### src/rtl/inert_pkg.sv
// Shared types and command tables for the inertial sensor sequencer.
// Holds the FSM state encoding, the sensor config/read command words and the capture strobe base.
package inert_pkg;

  typedef enum logic [2:0] {
    PWRUP,
    CFG_ISSUE,
    CFG_WAIT,
    IDLE,
    RD_ISSUE,
    RD_WAIT,
    RD_CAPT,
    VALID
  } state_t;

  // Index 0 is the first word written after power-up.
  localparam logic [3:0][15:0] CFG_CMDS = {16'h1460, 16'h1150, 16'h1053, 16'h0D02};

  // Index 0 is roll_L; index 7 is AZ_H.
  localparam logic [7:0][15:0] RD_CMDS = {
    16'hAD00, 16'hAC00, 16'hAB00, 16'hAA00,
    16'hA700, 16'hA600, 16'hA500, 16'hA400
  };

  localparam logic [7:0] CTRL_BASE = 8'b1000_0000;

endpackage

### src/rtl/int_sync.sv
// Brings the asynchronous data-ready interrupt into the clk domain
// and produces a one-cycle pulse on each synchronized rising edge.
module int_sync (
  input  logic clk,
  input  logic rst,
  input  logic async_in,
  output logic rise
);

  logic [1:0] sync_reg;
  logic       prev_reg;

  always_ff @(posedge clk) begin
    if (rst) begin
      sync_reg <= 2'b00;
      prev_reg <= 1'b0;
    end else begin
      sync_reg <= {sync_reg[0], async_in};
      prev_reg <= sync_reg[1];
    end
  end

  assign rise = sync_reg[1] & ~prev_reg;

endmodule

### src/rtl/inert_seq.sv
// Inertial sensor sequencer: waits out power-up, writes the sensor configuration over SPI,
// then on each data-ready interrupt reads the 8 sample bytes and strobes them into the register bank.
module inert_seq
  import inert_pkg::*;
#(
  parameter int INIT_CYCLES = 65536
) (
  input  logic        clk,
  input  logic        rst,
  input  logic        INT,
  input  logic        done,
  output logic        wrt,
  output logic [15:0] cmd,
  output logic [7:0]  ctrl,
  output logic        vld,
  output logic        busy
);

  localparam int                CNT_W    = $clog2(INIT_CYCLES + 1);
  localparam logic [CNT_W-1:0]  CNT_LAST = CNT_W'(INIT_CYCLES - 1);

  state_t           state_reg, state_next;
  logic [CNT_W-1:0] cnt_reg, cnt_next;
  logic [1:0]       cfg_idx_reg, cfg_idx_next;
  logic [2:0]       rd_idx_reg, rd_idx_next;
  logic             pending_reg, pending_next;
  logic [15:0]      cmd_reg, cmd_next;
  logic             int_rise;

  int_sync u_int_sync (
    .clk      (clk),
    .rst      (rst),
    .async_in (INT),
    .rise     (int_rise)
  );

  always_ff @(posedge clk) begin
    if (rst) begin
      state_reg   <= PWRUP;
      cnt_reg     <= '0;
      cfg_idx_reg <= 2'd0;
      rd_idx_reg  <= 3'd0;
      pending_reg <= 1'b0;
      cmd_reg     <= 16'h0000;
    end else begin
      state_reg   <= state_next;
      cnt_reg     <= cnt_next;
      cfg_idx_reg <= cfg_idx_next;
      rd_idx_reg  <= rd_idx_next;
      pending_reg <= pending_next;
      cmd_reg     <= cmd_next;
    end
  end

  always_comb begin
    state_next   = state_reg;
    cnt_next     = cnt_reg;
    cfg_idx_next = cfg_idx_reg;
    rd_idx_next  = rd_idx_reg;
    // Only one interrupt is remembered; extra edges while one is pending merge into it.
    pending_next = pending_reg | int_rise;
    cmd_next     = cmd_reg;

    case (state_reg)
      PWRUP: begin
        if (cnt_reg == CNT_LAST) begin
          state_next   = CFG_ISSUE;
          cfg_idx_next = 2'd0;
        end else begin
          cnt_next = cnt_reg + CNT_W'(1);
        end
      end
      CFG_ISSUE: state_next = CFG_WAIT;
      CFG_WAIT: begin
        if (done) begin
          if (cfg_idx_reg == 2'd3) begin
            state_next = IDLE;
          end else begin
            cfg_idx_next = cfg_idx_reg + 2'd1;
            state_next   = CFG_ISSUE;
          end
        end
      end
      IDLE: begin
        if (pending_reg) begin
          state_next   = RD_ISSUE;
          rd_idx_next  = 3'd0;
          // An edge landing on the very cycle the burst starts is kept for the next burst.
          pending_next = int_rise;
        end
      end
      RD_ISSUE: state_next = RD_WAIT;
      RD_WAIT: begin
        if (done) state_next = RD_CAPT;
      end
      RD_CAPT: begin
        if (rd_idx_reg == 3'd7) begin
          state_next = VALID;
        end else begin
          rd_idx_next = rd_idx_reg + 3'd1;
          state_next  = RD_ISSUE;
        end
      end
      VALID:   state_next = IDLE;
      default: state_next = PWRUP;
    endcase

    // Load the command word as the issue state is entered so it is stable from wrt until done.
    if (state_next == CFG_ISSUE) begin
      cmd_next = CFG_CMDS[cfg_idx_next];
    end else if (state_next == RD_ISSUE) begin
      cmd_next = RD_CMDS[rd_idx_next];
    end
  end

  genvar gi;
  generate
    for (gi = 0; gi < 8; gi++) begin : g_ctrl
      assign ctrl[gi] = (state_reg == RD_CAPT) && ((CTRL_BASE >> rd_idx_reg) == (8'(1) << gi));
    end
  endgenerate

  assign wrt  = (state_reg == CFG_ISSUE) || (state_reg == RD_ISSUE);
  assign vld  = (state_reg == VALID);
  assign busy = (state_reg != IDLE);
  assign cmd  = cmd_reg;

endmodule
### config.mk
export PLATFORM = sky130hd
export DESIGN_NAME = inert_seq
export DESIGN_NICKNAME = d
export VERILOG_FILES = /design/src/rtl/inert_pkg.sv /design/src/rtl/int_sync.sv /design/src/rtl/inert_seq.sv
export SDC_FILE = /design/constraint.sdc
export NUM_CORES = 1
export LEC_CHECK = 0
export ABC_AREA = 1
export CORE_AREA = 8 8 75 77
export CTS_BUF_LIST = sky130_fd_sc_hd__clkbuf_16
export DETAILED_ROUTE_END_ITERATION = 8
export DIE_AREA = 0 0 83 85
export GPL_ROUTABILITY_DRIVEN = 0
export PLACE_DENSITY = 0.81
export SLEW_MARGIN = 15
export SYNTH_ARGS = -nofsm -noshare
export SYNTH_HDL_FRONTEND = slang
export SYNTH_SLANG_ARGS = --single-unit
### constraint.sdc
create_clock -name clk -period 4.8 [get_ports clk]
set_input_delay 0.96 -clock clk [delete_from_list [all_inputs] [get_ports clk]]
set_output_delay 0.96 -clock clk [all_outputs]
set_load 0.01 [all_outputs]
==> results.sh, run 1 <==
export IMPL_layout_common_cells="47 x nand2_1, 46 x inv_1, 39 x dfxtp_1"
export IMPL_min_path_cells=2
export IMPL_grt_met3_usage=0.04023
export IMPL_ys_warn_count=0
export IMPL_end_kind="output port"
export IMPL_finalWirelength_microns=4725
export IMPL_gr_total_overflow=0
export IMPL_drc=0
export IMPL_criticalPathCategory="flip-flop to output port"
export IMPL_n_fill_cell=403
export IMPL_r2r_end="cmd[10]"
export IMPL_start_kind="flip-flop"
export IMPL_vias_per_cell=5.171
export IMPL_die_width_microns=83
export IMPL_ir_drop_uv=143.3
export IMPL_yosysUniqueCellTypes=36
export IMPL_use_met2=0.2518
export IMPL_clk_pin_slew_ps=60
export IMPL_worstPathArrival_ps=2170
export IMPL_syn_inst=306
export IMPL_clk_path_buf_depth=2
export IMPL_synth_area_top_cells="dfxtp_1 34%, nand2_1 7.6%, inv_1 7.4%"
export IMPL_cts_sinks=39
export IMPL_min_delay_start="u_int_sync.sync_reg[0]"
export IMPL_cts_tree="done"
export IMPL_ys_ff_latch=39
export IMPL_cts_hold_buf=0
export IMPL_maxCapViolCount=0
export IMPL_drtIter0Drc=118
export IMPL_seq_area_frac_synth=0.3351
export IMPL_synth_area_leader_cell="dfxtp_1"
export IMPL_vias=1991
export IMPL_ant_nets=0
export IMPL_io_buffers=26
export IMPL_wl_per_cell_microns=12.27
export IMPL_finalClockSkew_ps=6.448
export IMPL_p_per_area_nw_per_um2=283.5
export IMPL_post_route_cell_area_sq_um=2758
export IMPL_netlist_area_sq_um=2330
export IMPL_dp_hpwl_microns=3528
export IMPL_synth_top_area_frac=0.3351
export IMPL_fmax_mhz=319.1
export IMPL_r2r_start="cnt_reg[0]"
export IMPL_setup_tns_ps=0
export IMPL_nets=344
export IMPL_row_count=25
export IMPL_drive_gt1_frac=0.1571
export IMPL_period_share=0.6529
export IMPL_power_leakage_uw=0.001146
export IMPL_use_met1=0.1422
export IMPL_track_usage=0.1393
export IMPL_coreArea_sq_um=4536
export IMPL_die_area_sq_um=7055
export IMPL_post_dp_cell_area_sq_um=2565
export IMPL_worstPathMaxFanout=5
export IMPL_antenna_found_initial=0
export IMPL_cts_setup_buffers=0
export IMPL_areaGrowthSynthToFinish_pct=18.37
export IMPL_status="completed"
export IMPL_crit_required_ps=3840
export IMPL_cts_repair_resize_count=0
export IMPL_top_usage_layer="met2"
export IMPL_largest_reg_flops=17
export IMPL_grt_first_pass_wirelength_microns=8280
export IMPL_htreeDepth=2
export IMPL_fp_dieH_microns=85
export IMPL_dr_pass1_iters=4
export IMPL_layout_commonest_cell="nand2_1"
export IMPL_worst_r2r_cell_count=16
export IMPL_finalMaxSlewViolations=0
export IMPL_start_util=0.5137
export IMPL_rsz0062_at_grt="no"
export IMPL_num_antenna_cells=0
export IMPL_io_pin_count=31
export IMPL_numCtsBuffers=5
export IMPL_min_path_type="flip-flop to flip-flop"
export IMPL_synth_area_per_cell_sq_um=7.614
export IMPL_grt_pass1_vias=1890
export IMPL_timing_hold_violations_final=0
export IMPL_min_to="u_int_sync.sync_reg[1]"
export IMPL_final_cells=385
export IMPL_cts_root_buffer="clkbuf_16"
export IMPL_utilization=0.6080
export IMPL_dp_cells=377
export IMPL_min_period_ps=3134
export IMPL_reg2reg_slack_ps=2200
export IMPL_grt_max_degree=27
export IMPL_clkLatencyLatePin_ps=290
export IMPL_finalSetupViolations=0
==> kinds of logic (layout without fill, tap and decap cells) <==
kind of cell    after synthesis  after routing  synth area share
simple gates                147            147            0.3657
buf+inv                      62             84            0.1267
compound gates               46             46            0.1133
flops                        39             39            0.3351
fa+ha+maj                    10             10           0.05371
other cells                   1              4          0.001610
xor+xnor                      1              1          0.003760
==> routing by layer <==
metal	wire (microns)	part of all wire
met1	2004	0.42
met2	2457	0.52
met3	173	0.037
met4	90	0.019
met5	0	0
==> metrics by stage <==
step           power [uW]  hold WS, ps  worst slack [ps]
6_report            781.7        418.1              1666
5_1_grt             801.5        444.9              1432
4_1_cts             785.1        420.4              1651
3_5_place_dp        356.2        415.2              1962
3_3_place_gp        355.7        414.4              2084
2_1_floorplan       353.7        388.3              2483
==> area by class of cell <==
cell class              instances  area [sq um]  area share
clock inverters                 3         67.56     0.02450
clock buffers                   5         125.1     0.04537
flip-flops and latches         39         780.7      0.2831
repair buffers                 27         267.8     0.09710
well taps                      54         67.56     0.02450
multi-input cells             208          1265      0.4587
inverters                      49         183.9     0.06670
==> critical path, cell delays in order, from the launching register on <==
cell	delay, ps
dfxtp_1	360
inv_1	110
ha_1	260
nand2_1	90
nand2_1	100
nor2_1	100
nand2_1	70
nor4_1	200
clkdlybuf4s50_1	590
==> report_power, final <==
group	switching, uW	internal, uW
clock network	135	298
logic	12.7	6.87
registers	2.31	327
total	150	632
==> synth_stat cells <==
cell type and count:
a31oi_1 3, a21oi_1 21, a221oi_1 1, o211ai_1 1, nand3_1 18, a21oi_2 4, dlymetal6s2s_1 1, nor3_1 9
o21ai_1 3, inv_2 3, nor4_1 7, buf_2 1, buf_6 4, dfxtp_1 39, nand3_2 11, o21bai_1 1
nor2_1 25, inv_1 46, o21ai_0 10, buf_4 6, ha_1 10, nand4_1 3, nor3_4 2, nand3b_1 1
nand2_2 8, a22oi_1 1, clkbuf_1 1, nor2_4 5, nand2_1 47, nand3_4 3, or2_1 2, conb_1 1
nor2_2 1, o21ai_2 1, xnor2_1 1, nand2_4 5
==> how the worst max path moves through the flow <==
stage | endpoint | start
after floorplan | cmd[10] | cnt_reg[0]
after global placement | ctrl[7] | rd_idx_reg[0]
after detailed placement | ctrl[6] | rd_idx_reg[0]
after CTS | ctrl[6] | rd_idx_reg[0]
after global routing | ctrl[6] | rd_idx_reg[0]
final | ctrl[6] | rd_idx_reg[0]
Note: power is estimated with default switching activity, not from simulation.
==> run 2, diff against run 1 <==
--- a/config.mk
+++ b/config.mk
@@ -6,12 +6,12 @@
 export NUM_CORES = 1
 export LEC_CHECK = 0
 export ABC_AREA = 1
-export CORE_AREA = 8 8 75 77
+export CORE_AREA = 8 8 78 80
 export CTS_BUF_LIST = sky130_fd_sc_hd__clkbuf_16
 export DETAILED_ROUTE_END_ITERATION = 8
-export DIE_AREA = 0 0 83 85
+export DIE_AREA = 0 0 86 88
 export GPL_ROUTABILITY_DRIVEN = 0
-export PLACE_DENSITY = 0.81
+export PLACE_DENSITY = 0.78
 export SLEW_MARGIN = 15
 export SYNTH_ARGS = -nofsm -noshare
 export SYNTH_HDL_FRONTEND = slang
==> constraint.sdc (replaced) <==
create_clock -name clk -period 2.5 [get_ports clk]
set_input_delay 0.5 -clock clk [delete_from_list [all_inputs] [get_ports clk]]
set_output_delay 0.5 -clock clk [all_outputs]
set_load 0.01 [all_outputs]
==> results.sh, run 2 (synthesis results as in run 1) <==
export IMPL_largest_reg_flops=17
export IMPL_cts_hold_buf=0
export IMPL_period_share=0.9283
export IMPL_fmax_mhz=430.9
export IMPL_power_leakage_uw=0.001209
export IMPL_clk_pin_slew_ps=50
export IMPL_timing_hold_violations_final=0
export IMPL_min_period_ps=2321
export IMPL_track_usage=0.1308
export IMPL_coreArea_sq_um=4912
export IMPL_worst_r2r_cell_count=16
export IMPL_r2r_end="cmd[10]"
export IMPL_reg2reg_slack_ps=180
export IMPL_rsz0062_at_grt="yes"
export IMPL_num_antenna_cells=0
export IMPL_cpMostUsedCell="nand2_1"
export IMPL_layout_common_cells="47 x inv_1, 46 x nand2_1, 38 x dfxtp_1"
export IMPL_antenna_found_initial=0
export IMPL_end_kind="output port"
export IMPL_gr_total_overflow=0
export IMPL_die_area_sq_um=7568
export IMPL_die_width_microns=86
export IMPL_use_met1=0.1381
export IMPL_clkLatencyLatePin_ps=280
export IMPL_p_per_area_nw_per_um2=451.9
export IMPL_grt_met3_usage=0.03565
export IMPL_crit_required_ps=2000
export IMPL_cts_tree="done"
export IMPL_cts_root_buffer="clkbuf_16"
export IMPL_io_buffers=26
export IMPL_clk_path_buf_depth=2
export IMPL_drive_gt1_frac=0.1929
export IMPL_grt_pass1_vias=1904
export IMPL_vias_per_cell=4.995
export IMPL_vias=2033
export IMPL_ant_nets=0
export IMPL_fin_ws_ps=179.2
export IMPL_utilization=0.5678
export IMPL_cts_sinks=39
export IMPL_multi_input_area_sq_um=1291
export IMPL_maxCapViolCount=0
export IMPL_io_pin_count=31
export IMPL_dp_hpwl_microns=3596
export IMPL_worstPathMaxFanout=5
export IMPL_use_met2=0.2421
export IMPL_dr_pass1_iters=4
export IMPL_row_count=26
export IMPL_setup_tns_ps=0
export IMPL_cp_slowest_cell="dfxtp_1"
export IMPL_layout_commonest_cell="inv_1"
export IMPL_worstPathArrival_ps=1820
export IMPL_cts_setup_buffers=0
export IMPL_finalWirelength_microns=4845
export IMPL_drc=0
export IMPL_nets=350
export IMPL_areaGrowthSynthToFinish_pct=19.71
export IMPL_top_usage_layer="met2"
export IMPL_drtIter0Drc=95
export IMPL_fp_dieH_microns=88
export IMPL_min_path_type="flip-flop to flip-flop"
export IMPL_status="completed"
export IMPL_finalMaxSlewViolations=0
export IMPL_start_kind="flip-flop"
export IMPL_pre_cts_ws_ps=77.50
export IMPL_grt_first_pass_wirelength_microns=8121
export IMPL_seq_area_sq_um=782.0
export IMPL_crit_end="ctrl[6]"
export IMPL_ir_drop_uv=327.3
export IMPL_path_cells="inv_1, ha_1, nand2_1, nand2_1, nor2_1, nand2_1, nor4_1, dlygate4sd2_1"
export IMPL_htreeDepth=2
export IMPL_start_util=0.4743
export IMPL_criticalPathCategory="flip-flop to output port"
export IMPL_finalClockSkew_ps=3.972
export IMPL_finalSetupViolations=0
export IMPL_r2r_start="cnt_reg[1]"
export IMPL_crit_path_max_incr_delay_ps=360
export IMPL_n_fill_cell=466
export IMPL_numCtsBuffers=5
export IMPL_startpoint="rd_idx_reg[0]"
export IMPL_wl_per_cell_microns=11.90
export IMPL_holdWs_ps=400.7
export IMPL_grt_max_degree=26
==> run 2: changes by cell type in the layout (fill, tap and decap cells not counted), sizes merged <==
cell	before	now
buf	1	7
bufinv	2	0
clkdlybuf4s50	26	18
clkinv	0	1
clkinvlp	1	0
dlygate4sd2	0	7
dlymetal6s2s	0	1
inv	49	51
==> run 2: worst min path at each step <==
| stage | startpoint | to | cells past startpoint |
|---|---|---|---|
| after global routing | u_int_sync.sync_reg[0] | u_int_sync.sync_reg[1] | 2 |
| final | u_int_sync.sync_reg[0] | u_int_sync.sync_reg[1] | 2 |
| after CTS | u_int_sync.sync_reg[0] | u_int_sync.sync_reg[1] | 2 |
| after global placement | u_int_sync.sync_reg[0] | u_int_sync.sync_reg[1] | 2 |
| after floorplan | u_int_sync.sync_reg[0] | u_int_sync.sync_reg[1] | 2 |
| after detailed placement | u_int_sync.sync_reg[0] | u_int_sync.sync_reg[1] | 2 |
==> run 2: what timing repair did <==
item	CTS	global route
endpoints found under the setup margin	7	5
pin swaps	0	2
resized for setup	7	10
==> run 2: cell type report <==
| class | instances | area share |
|---|---|---|
| multi-input combinational | 208 | 0.4630 |
| sequential | 39 | 0.2804 |
| timing repair buffer | 33 | 0.1099 |
| inverter | 49 | 0.06595 |
| clock buffer | 5 | 0.04486 |
| tap | 70 | 0.03140 |
| clock inverter | 3 | 0.004486 |
==> run 2: report_power, final <==
group | total [uW] | switching (uW) | internal [uW] | leakage, uW
sequential | 634 | 4.56 | 629 | 0.000315
combinational | 39.6 | 25.7 | 13.9 | 0.000817
clock | 587 | 227 | 360 | 0.0000762
==> run 2: critical path, delay by kind of cell (launching register included) <==
| kind | cells | cell delay (ps) |
|---|---|---|
| simple gates | 5 | 520 |
| buf+inv | 2 | 420 |
| flops | 1 | 360 |
| fa+ha+maj | 1 | 250 |
==> run 2: per-layer routing <==
metal,part of all wire,up-vias
met2,0.51,38
met3,0.045,9
met4,0.017,0
met5,0,-
li1,-,1054
met1,0.43,932
==> run 2: per-stage QoR <==
stage | total power, uW | instances | cell area [sq um]
6_report | 1260 | 407 | 2789
5_1_grt | 1309 | 407 | 2789
4_1_cts | 1272 | 407 | 2759
3_5_place_dp | 684.6 | 399 | 2630
3_3_place_gp | 682.5 | 399 | 2630
2_1_floorplan | 679.0 | 309 | 2341
